[config.mk]
export PLATFORM = sky130hd
export DESIGN_NAME = approx_mult_error_scanner
export DESIGN_NICKNAME = d
export VERILOG_FILES = /design/src/rtl/approx_mult_eval_pkg.sv /design/src/rtl/error_accumulator.sv /design/src/rtl/approx_mult_error_scanner.sv
export SDC_FILE = /design/constraint.sdc
export NUM_CORES = 1
export LEC_CHECK = 0
export BUFFER_PORTS_ARGS = -buffer_cell sky130_fd_sc_hd__buf_2
export CORE_UTILIZATION = 46
export CTS_CLUSTER_DIAMETER = 30
export DETAILED_ROUTE_END_ITERATION = 12
export GPL_TIMING_DRIVEN = 0
export HOLD_SLACK_MARGIN = 0.05
export PLACE_DENSITY = 0.74
export REMOVE_ABC_BUFFERS = 1
export SYNTH_ARGS = -nofsm -noshare
export SYNTH_HDL_FRONTEND = slang
export SYNTH_SLANG_ARGS = --single-unit
export TNS_END_PERCENT = 30
[constraint.sdc]
create_clock -name clk -period 15.1 [get_ports clk]
set_clock_uncertainty 0.1 [all_clocks]
set_input_delay 4.53 -clock clk [delete_from_list [all_inputs] [get_ports clk]]
set_output_delay 4.53 -clock clk [all_outputs]
set_load 0.05 [all_outputs]
[src/rtl/approx_mult_eval_pkg.sv]
// Shared types and constants for the approximate-multiplier error scanner.
package approx_mult_eval_pkg;

    typedef enum logic [1:0] {
        S_IDLE,
        S_SWEEP,
        S_DRAIN,
        S_DONE
    } state_t;

    localparam int unsigned N_PAIRS      = 65536;
    localparam int unsigned DRAIN_CYCLES = 2;

    localparam int unsigned ERR_CNT_W = 17;
    localparam int unsigned SUM_ABS_W = 32;
    localparam int unsigned SUM_SQ_W  = 48;
    localparam int unsigned MAX_ABS_W = 16;

endpackage

[src/rtl/error_accumulator.sv]
// S2/S3 of the scanner pipeline: absolute error and its square, then the
// running count, sums and maximum.
module error_accumulator
    import approx_mult_eval_pkg::*;
#(
    parameter int unsigned WIDTH = 8
) (
    input  logic                   clk,
    input  logic                   rst,
    input  logic                   clear,
    input  logic                   valid,
    input  logic [WIDTH-1:0]       x,
    input  logic [WIDTH-1:0]       y,
    input  logic [2*WIDTH-1:0]     z,
    output logic [ERR_CNT_W-1:0]   err_cnt,
    output logic [SUM_ABS_W-1:0]   sum_abs_err,
    output logic [SUM_SQ_W-1:0]    sum_sq_err,
    output logic [MAX_ABS_W-1:0]   max_abs_err
);

    localparam int unsigned PW = 2 * WIDTH;
    localparam int unsigned SW = 2 * PW;

    logic [PW-1:0] exact;
    logic [PW-1:0] abs_d;
    logic [PW-1:0] abs_q;
    logic [SW-1:0] sq_q;
    logic          valid_q;

    // |z - x*y| taken on unsigned operands; equivalent to the 17-bit signed diff.
    always_comb begin
        exact = PW'(x) * PW'(y);
        abs_d = (z >= exact) ? (z - exact) : (exact - z);
    end

    always_ff @(posedge clk) begin
        if (rst || clear) begin
            valid_q <= 1'b0;
            abs_q   <= '0;
            sq_q    <= '0;
        end else begin
            valid_q <= valid;
            abs_q   <= abs_d;
            sq_q    <= SW'(abs_d) * SW'(abs_d);
        end
    end

    always_ff @(posedge clk) begin
        if (rst || clear) begin
            err_cnt     <= '0;
            sum_abs_err <= '0;
            sum_sq_err  <= '0;
            max_abs_err <= '0;
        end else if (valid_q) begin
            err_cnt     <= err_cnt + ERR_CNT_W'(abs_q != '0);
            sum_abs_err <= sum_abs_err + SUM_ABS_W'(abs_q);
            sum_sq_err  <= sum_sq_err + SUM_SQ_W'(sq_q);
            if (MAX_ABS_W'(abs_q) > max_abs_err)
                max_abs_err <= MAX_ABS_W'(abs_q);
        end
    end

endmodule

[src/rtl/approx_mult_error_scanner.sv]
// Exhaustive operand sweep around an external combinational multiplier,
// accumulating error statistics against the exact product.
module approx_mult_error_scanner
    import approx_mult_eval_pkg::*;
#(
    parameter int unsigned WIDTH = 8
) (
    input  logic                   clk,
    input  logic                   rst,
    input  logic                   start,
    output logic                   busy,
    output logic                   done,
    output logic [WIDTH-1:0]       x,
    output logic [WIDTH-1:0]       y,
    input  logic [2*WIDTH-1:0]     z,
    output logic [ERR_CNT_W-1:0]   err_cnt,
    output logic [SUM_ABS_W-1:0]   sum_abs_err,
    output logic [SUM_SQ_W-1:0]    sum_sq_err,
    output logic [MAX_ABS_W-1:0]   max_abs_err
);

    localparam int unsigned CW    = 2 * WIDTH;
    // Sweep length scales down from N_PAIRS for narrower operands.
    localparam int unsigned PAIRS = N_PAIRS >> (2 * (8 - WIDTH));
    localparam logic [CW-1:0] LAST = CW'(PAIRS - 1);

    state_t            state_q, state_d;
    logic [CW-1:0]     cnt_q;
    logic [1:0]        drain_q;
    logic              launch;
    logic [WIDTH-1:0]  x_s1, y_s1;
    logic [CW-1:0]     z_s1;
    logic              v_s1;

    always_comb begin
        state_d = state_q;
        launch  = 1'b0;
        busy    = 1'b0;
        done    = 1'b0;
        x       = '0;
        y       = '0;
        unique case (state_q)
            S_IDLE: begin
                if (start) begin
                    launch  = 1'b1;
                    state_d = S_SWEEP;
                end
            end
            S_SWEEP: begin
                busy = 1'b1;
                x    = cnt_q[WIDTH-1:0];
                y    = cnt_q[CW-1:WIDTH];
                if (cnt_q == LAST)
                    state_d = S_DRAIN;
            end
            S_DRAIN: begin
                busy = 1'b1;
                if (drain_q == 2'(DRAIN_CYCLES - 1))
                    state_d = S_DONE;
            end
            S_DONE: begin
                done = 1'b1;
                if (start) begin
                    launch  = 1'b1;
                    state_d = S_SWEEP;
                end
            end
            default: state_d = S_IDLE;
        endcase
    end

    always_ff @(posedge clk) begin
        if (rst) begin
            state_q <= S_IDLE;
            cnt_q   <= '0;
            drain_q <= '0;
            v_s1    <= 1'b0;
            x_s1    <= '0;
            y_s1    <= '0;
            z_s1    <= '0;
        end else begin
            state_q <= state_d;
            if (launch)
                cnt_q <= '0;
            else if (state_q == S_SWEEP)
                cnt_q <= cnt_q + 1'b1;
            drain_q <= (state_q == S_DRAIN) ? drain_q + 1'b1 : '0;
            v_s1    <= (state_q == S_SWEEP);
            x_s1    <= x;
            y_s1    <= y;
            z_s1    <= z;
        end
    end

    error_accumulator #(.WIDTH(WIDTH)) u_acc (
        .clk         (clk),
        .rst         (rst),
        .clear       (launch),
        .valid       (v_s1),
        .x           (x_s1),
        .y           (y_s1),
        .z           (z_s1),
        .err_cnt     (err_cnt),
        .sum_abs_err (sum_abs_err),
        .sum_sq_err  (sum_sq_err),
        .max_abs_err (max_abs_err)
    );

endmodule

==> run_results.csv, run 1 <==
group,metric,value,unit
timing,hold_viol,0,
clock_tree,clockRootBuffer,"clkbuf_16",
clock_tree,cts.sinks,213,
worst_setup_path,worst_path_max_delay_cell,"o31ai_2",
timing,min_period,13850,ps
synthesis,ys_seq_area_frac,0.2024,
worst_setup_path,path_class,"reg2reg",
grt,grt_pass1_wl,84280,um
hold_path,min_path_type,"reg2reg",
layout,nNetsFinal,3016,
worst_setup_path,r2r_start,"y_s1[2]$_SDFF_PP0_",
drt,vias,17114,
worst_setup_path,slowest_delay,910,ps
grt,grt_pass1_vias,17367,
drt,wl_per_cell,15.88,um
die,fp.dieH,216.0,um
layout,drive_gt1_frac,0.1135,
placement,hpwl,39390,um
drt,met1_length,21670,um
timing,fin_setup_tns,0,ps
synthesis,async_reset_ff_frac,0,
worst_setup_path,start_kind,"flip-flop",
synthesis,synth_top_area_cell,"dfxtp_1",
clock_tree,postCtsSetupRepairBufs,0,
synthesis,ys_ff_latch,213,
clock_tree,cts_tree,"yes",
worst_setup_path,crit_top_cell,"fa_1",
die,die-width,216.0,um
drt,met2_length,24400,um
layout,synthToLayoutAreaGrowth,14.99,%
worst_setup_path,cp_num_buf_inv,4,
timing,rsz0062_at_grt,"no",
hold_path,holdPathEnd,"drain_q[0]$_SDFF_PP0_",
worst_setup_path,endpoint_kind,"flip-flop",
synthesis,postSynthCellCount,2424,
clock_tree,cts_buffer_depth,3,
timing,setup_viol,0,
worst_setup_path,crit_family,"adder cells",
worst_setup_path,worst_ep_arrival_time,14270,ps
drt,totalWireLength,50830,um
die,num_rows,78,
synthesis,synth_area,21070,sq um
drt,drt_iter0_drc,977,
placement,finalWeightedCongestion,0.9031,
drt,dr.max_layer_used,"met4",
worst_setup_path,r2r_slack,1250,ps
drt,met3WireLength,2912,um
timing,tightest_slew,1372,ps
run,cap_violations,0,
timing,slew_headroom,0.08201,
die,dieArea,46670,sq um
timing,period_share,0.9174,
clock_tree,clk_latency,600,ps
die,initial_core_util,0.4654,
grt,grt_usage,0.2186,
die,top_level_ports,150,
worst_setup_path,crit_required,15510,ps
synthesis,yosys_warnings,0,
synthesis,synthTopCellsByArea,"dfxtp_1 20%, fa_1 19%, ha_1 14%, inv_1 6.1%, nor2_1 5.0%",
layout,antenna_cells,0,
clock_tree,cts_buffers,52,
drt,vias_per_cell,5.348,
placement,io_buffers,149,
clock_tree,cts_resized,0,
grt,grt_overflow_total,0,
outcome,status,"completed",
clock_tree,clk_pin_slew,50,ps
timing,report.final.slew_viol_count,0,
die,core_area,45280,sq um
synthesis,avgSynthCellArea,8.693,sq um
drt,final_antenna_net_count,0,
synthesis,synth_top_flop_cell,"dfxtp_1",
clock_tree,htreeDepth,2,
hold_path,min_path_cells,1,
hold_path,hp-start,"drain_q[0]$_SDFF_PP0_",
worst_setup_path,rr_endpoint,"u_acc.sq_q[31]$_SDFF_PP0_",
layout,n_fill_cell,4056,
synthesis,synth_top_cell_area_share,0.2024,
grt,antenna_found_initial,0,
grt,grt_max_degree,97,
drt,drt-pass1-iter-count,8,
clock_tree,postCtsHoldBufs,0,
worst_setup_path,reg2regPathDepth,45,
synthesis,synth-edff-count,0,
timing,timing.fmax,72.19,MHz
worst_setup_path,worst-path-max-fanout,15,
drt,drcViolationCount,0,
synthesis,synth_cell_type_count,82,
-- area by class of cell --
cell class | instances | area (sq um) | share of cell area
multi-input cells | 1784 | 15200 | 0.6274
clock buffers | 67 | 1418 | 0.05850
clock inverters | 28 | 431.7 | 0.01781
repair buffers | 155 | 837.1 | 0.03454
inverters | 353 | 1325 | 0.05468
flip-flops and latches | 213 | 4268 | 0.1761
well taps | 600 | 750.7 | 0.03098
-- cell usage after synthesis (all sizes together) (4+ instances only) --
library cell	instances
a211oi	16
fa	203
or3	18
a21boi	4
nor2b	31
xor2	67
and3	30
a221oi	5
a2111oi	6
ha	235
mux2	5
a31oi	19
nor4	5
o31a	5
o21bai	6
a211o	7
nand4	20
o21ai	72
o41ai	5
xnor2	71
nand3	44
o211ai	9
dfxtp	213
nand2b	21
and4	9
or4	6
or2	17
mux2i	62
buf	19
o2111ai	7
a41oi	6
nor3b	11
nor2	280
clkbuf	55
a21o	54
nor3	28
and2	92
a21oi	112
o21a	15
nand2	144
inv	352
o31ai	10
-- sequential cells by signal, indices dropped and copies added, names as in the netlist, 2 cells and up --
name / flops
u_acc.sq_q: 31
z_s1: 16
u_acc.max_abs_err: 16
state_q: 2
u_acc.err_cnt: 17
u_acc.abs_q: 15
drain_q: 2
cnt_q: 16
x_s1: 8
u_acc.sum_sq_err: 48
u_acc.sum_abs_err: 32
y_s1: 8
-- cell usage in the layout (no fill, tap or decap), drive strengths merged, types with 10 or more instances in the layout --
cell type	Yosys	routed
or2	17	17
o21a	15	15
xnor2	71	71
nand3	44	44
a21oi	112	112
nand2b	21	21
o31ai	10	10
clkbuf	55	67
nand4	20	20
nor3b	11	11
fa	203	203
nor2	280	280
and2	92	92
ha	235	235
o21ai	72	72
nor3	28	28
a21o	54	54
a211oi	16	16
nand2	144	144
buf	19	155
or3	18	18
mux2i	62	62
xor2	67	67
clkinv	1	16
nor2b	31	31
and3	30	30
a31oi	19	19
dfxtp	213	213
inv	352	354
-- worst register-to-register path: cells and delay by family, from the launching register on --
family | cells | cell delay [ps]
adder cells (fa/ha/maj) | 13 | 5900
AND/OR/NAND/NOR | 14 | 3580
AO/OA/AOI/OAI | 12 | 3410
flip-flops | 1 | 390
XOR/XNOR | 2 | 240
buffers and inverters | 4 | 180
-- kinds of logic (layout without fill, tap and decap cells) --
family / after synthesis / count (layout) / synth area share
compound gates: 381 / 381 / 0.1203
buf+inv: 427 / 603 / 0.07790
xor+xnor: 138 / 138 / 0.06056
fa+ha+maj: 438 / 438 / 0.3324
simple gates: 760 / 760 / 0.1740
flops: 213 / 213 / 0.2024
mux: 67 / 67 / 0.03248
-- worst max path at each step --
stage / startpoint / end / slack (ps) / cells past startpoint
2_1_floorplan: y_s1[2]$_SDFF_PP0_ / u_acc.sq_q[31]$_SDFF_PP0_ / 2360 / 46
3_3_place_gp: y_s1[2]$_SDFF_PP0_ / u_acc.sq_q[31]$_SDFF_PP0_ / 260 / 45
3_5_place_dp: y_s1[2]$_SDFF_PP0_ / u_acc.sq_q[31]$_SDFF_PP0_ / 1350 / 46
4_1_cts: y_s1[2]$_SDFF_PP0_ / u_acc.sq_q[31]$_SDFF_PP0_ / 1280 / 46
5_1_grt: y_s1[2]$_SDFF_PP0_ / u_acc.sq_q[31]$_SDFF_PP0_ / 640 / 47
6_report: y_s1[2]$_SDFF_PP0_ / u_acc.sq_q[31]$_SDFF_PP0_ / 1250 / 45
-- per-layer routing --
layer | global-route usage | vias up
met1 | 0.2658 | 8242
met4 | 0.08568 | 0
met5 | 0 | -
met3 | 0.04073 | 137
met2 | 0.3807 | 473
li1 | - | 8262
-- metrics by stage --
step,area (sq um),utilization,instances,setup WS [ps],hold slack (ps)
3_5_place_dp,22380,0.4941,3105,1350,317.4
4_1_cts,24220,0.5350,3200,1284,324.9
2_1_floorplan,20760,-,2350,2364,298.2
5_1_grt,24230,0.5351,3200,640.9,342.4
3_3_place_gp,22250,0.4914,3099,260.7,305.8
6_report,24230,0.5351,3200,1247,319.1
Power of run 1 is not shown: default switching activity piles up to over one toggle a cycle in this logic, so the estimate is an artifact.
==> inputs of run 2 (changes only) <==
--- a/config.mk
+++ b/config.mk
@@ -6,12 +6,12 @@
 export NUM_CORES = 1
 export LEC_CHECK = 0
 export BUFFER_PORTS_ARGS = -buffer_cell sky130_fd_sc_hd__buf_2
-export CORE_UTILIZATION = 46
+export CORE_UTILIZATION = 63
 export CTS_CLUSTER_DIAMETER = 30
 export DETAILED_ROUTE_END_ITERATION = 12
 export GPL_TIMING_DRIVEN = 0
 export HOLD_SLACK_MARGIN = 0.05
-export PLACE_DENSITY = 0.74
+export PLACE_DENSITY = 0.93
 export REMOVE_ABC_BUFFERS = 1
 export SYNTH_ARGS = -nofsm -noshare
 export SYNTH_HDL_FRONTEND = slang
==> constraint.sdc (replaced) <==
create_clock -name clk -period 13.3 [get_ports clk]
set_clock_uncertainty 0.1 [all_clocks]
set_input_delay 1.995 -clock clk [delete_from_list [all_inputs] [get_ports clk]]
set_output_delay 1.995 -clock clk [all_outputs]
set_load 0.05 [all_outputs]
==> run 2 against run 1 <==
Net effect:
- final cell count fell by 4.4%
- register-to-register slack got worse by 1100 ps
- global-route usage rose by 14 points
- die area fell by 27%
- worst setup slack got worse by 1100 ps
- design area rose by 0.39%
- hold slack improved by 46 ps
- critical endpoint unchanged
- clock-buffer cell count fell by 13
- highest routed layer unchanged
- largest cell class unchanged
- core utilization rose by 21 points
- fmax rose by 5.7%
- flip-flop and latch count did not move
- critical path depth rose by 1
==> run_results.csv, run 2 (same netlist as run 1, synthesis figures left out) <==
group,metric,value,unit
layout,antenna_cells,0,
grt,grt_pass1_wl,96750,um
clock_tree,clk_latency,590,ps
grt,grt_pass1_vias,19474,
worst_setup_path,path_class,"reg2reg",
grt,antenna_found_initial,0,
clock_tree,cts.sinks,213,
worst_setup_path,rr_endpoint,"u_acc.sq_q[31]$_SDFF_PP0_",
die,core_area,32700,sq um
die,fp.dieH,184.9,um
worst_setup_path,worst_path_max_delay_cell,"fa_1",
layout,seqCellArea,4268,sq um
layout,top_register,"u_acc.sum_sq_err",
drt,wl_per_cell,20.56,um
layout,drive_gt1_frac,0.1318,
layout,post-route-util,0.7439,
timing,timing.fmax,76.32,MHz
worst_setup_path,start_kind,"flip-flop",
grt,grt_max_degree,81,
layout,multiInputGateArea,15470,sq um
grt,grt_usage,0.3589,
placement,io_buffers,149,
drt,vias,19369,
placement,finalWeightedCongestion,0.9067,
layout,top_regs,"u_acc.sum_sq_err x48, u_acc.sum_abs_err x32, u_acc.sq_q x31",
timing,report.final.slew_viol_count,0,
hold_path,min_path_type,"reg2reg",
drt,drt_iter0_drc,2214,
drt,vias_per_cell,6.332,
timing,period_share,0.9852,
clock_tree,clockRootBuffer,"clkbuf_16",
worst_setup_path,r2r_start,"y_s1[2]$_SDFF_PP0_",
worst_setup_path,reg2regPathDepth,46,
timing,slew_headroom,0.2580,
grt,grt_overflow_total,0,
worst_setup_path,worst-path-max-fanout,9,
clock_tree,cts_tree,"yes",
die,initial_core_util,0.6444,
layout,largest_reg_flops,48,
layout,layout_common_cells,"343 x inv_1, 275 x nor2_1, 227 x ha_1",
placement,hpwl,40630,um
layout,synthToLayoutAreaGrowth,15.44,%
drt,drt-pass1-iter-count,6,
timing,hold_viol,0,
timing,tightest_slew,1113,ps
timing,fin_setup_tns,0,ps
worst_setup_path,slowest_delay,560,ps
die,dieArea,34180,sq um
outcome,status,"completed",
run,cap_violations,0,
hold_path,hp-start,"drain_q[0]$_SDFF_PP0_",
hold_path,holdPathEnd,"drain_q[0]$_SDFF_PP0_",
clock_tree,cts_buffer_depth,3,
drt,totalWireLength,62890,um
timing,setup_viol,0,
worst_setup_path,crit_top_cell,"fa_1",
worst_setup_path,endpoint_kind,"flip-flop",
worst_setup_path,r2r_slack,200,ps
die,num_rows,66,
clock_tree,htreeDepth,2,
drt,drcViolationCount,0,
timing,worst_slack,196.5,ps
die,die-width,184.9,um
timing,min_period,13100,ps
drt,final_antenna_net_count,0,
worst_setup_path,crit_required,13680,ps
placement,post-place-ws,-342.4,ps
layout,n_fill_cell,1980,
hold_path,min_path_cells,1,
layout,nNetsFinal,3038,
layout,final_common_cell,"inv_1",
clock_tree,cts_buffers,45,
clock_tree,clk_pin_slew,50,ps
worst_setup_path,worst_ep_arrival_time,13480,ps
die,top_level_ports,150,
==> run 2: changes by cell type in the layout (fill, tap and decap cells not counted), sizes merged <==
cell	previous run	this run
buf	155	184
clkbuf	67	54
inv	354	358
bufinv	8	7
clkinv	16	15
clkinvlp	3	2
==> run 2: repair_timing <==
action / CTS / global route
hold buffers: 0 / 0
buffers inserted: 1 / 25
endpoints found under the setup margin: 11 / 12
pin swaps: 1 / 13
resized for setup: 18 / 30
==> run 2: worst max-delay path by stage <==
stage	startpoint	to	cells after the start
2_1_floorplan	y_s1[2]$_SDFF_PP0_	u_acc.sq_q[31]$_SDFF_PP0_	46
3_3_place_gp	x_s1[5]$_SDFF_PP0_	u_acc.sq_q[31]$_SDFF_PP0_	45
3_5_place_dp	y_s1[2]$_SDFF_PP0_	u_acc.sq_q[31]$_SDFF_PP0_	47
4_1_cts	y_s1[2]$_SDFF_PP0_	u_acc.sq_q[31]$_SDFF_PP0_	45
5_1_grt	y_s1[2]$_SDFF_PP0_	u_acc.sq_q[31]$_SDFF_PP0_	46
6_report	y_s1[2]$_SDFF_PP0_	u_acc.sq_q[31]$_SDFF_PP0_	46
==> run 2: worst max-delay path: cells and delay by family, from the launching register on <==
kind | cells | cell delay (ps)
xor+xnor | 2 | 630
compound gates | 12 | 2460
buf+inv | 10 | 1090
simple gates | 9 | 1960
flops | 1 | 410
fa+ha+maj | 13 | 6330
==> run 2: area by class of cell <==
type | instances | share of cell area
tap | 442 | 0.02273
multi-input combinational | 1784 | 0.6358
inverter | 353 | 0.05473
clock inverter | 29 | 0.01605
sequential | 213 | 0.1754
clock buffer | 54 | 0.05020
timing repair buffer | 184 | 0.04501
==> run 2: per-layer routing <==
metal / share of wire / vias up / global-route usage
met3: 0.11 / 480 / 0.09870
met5: 0 / - / 0
met1: 0.35 / 9132 / 0.4078
li1: - / 8319 / -
met2: 0.47 / 1438 / 0.5940
met4: 0.073 / 0 / 0.2324
==> run 2: stage by stage <==
stage               hold slack (ps)  instances  instance area, sq um
global placement              306.3       2941                 22050
CTS                           346.5       3034                 23950
finish                        365.2       3059                 24330
detailed placement            315.8       2950                 22240
global route                  381.7       3059                 24330
floorplan                     298.2       2350                 20760
Power of run 2 is left out for the same reason.
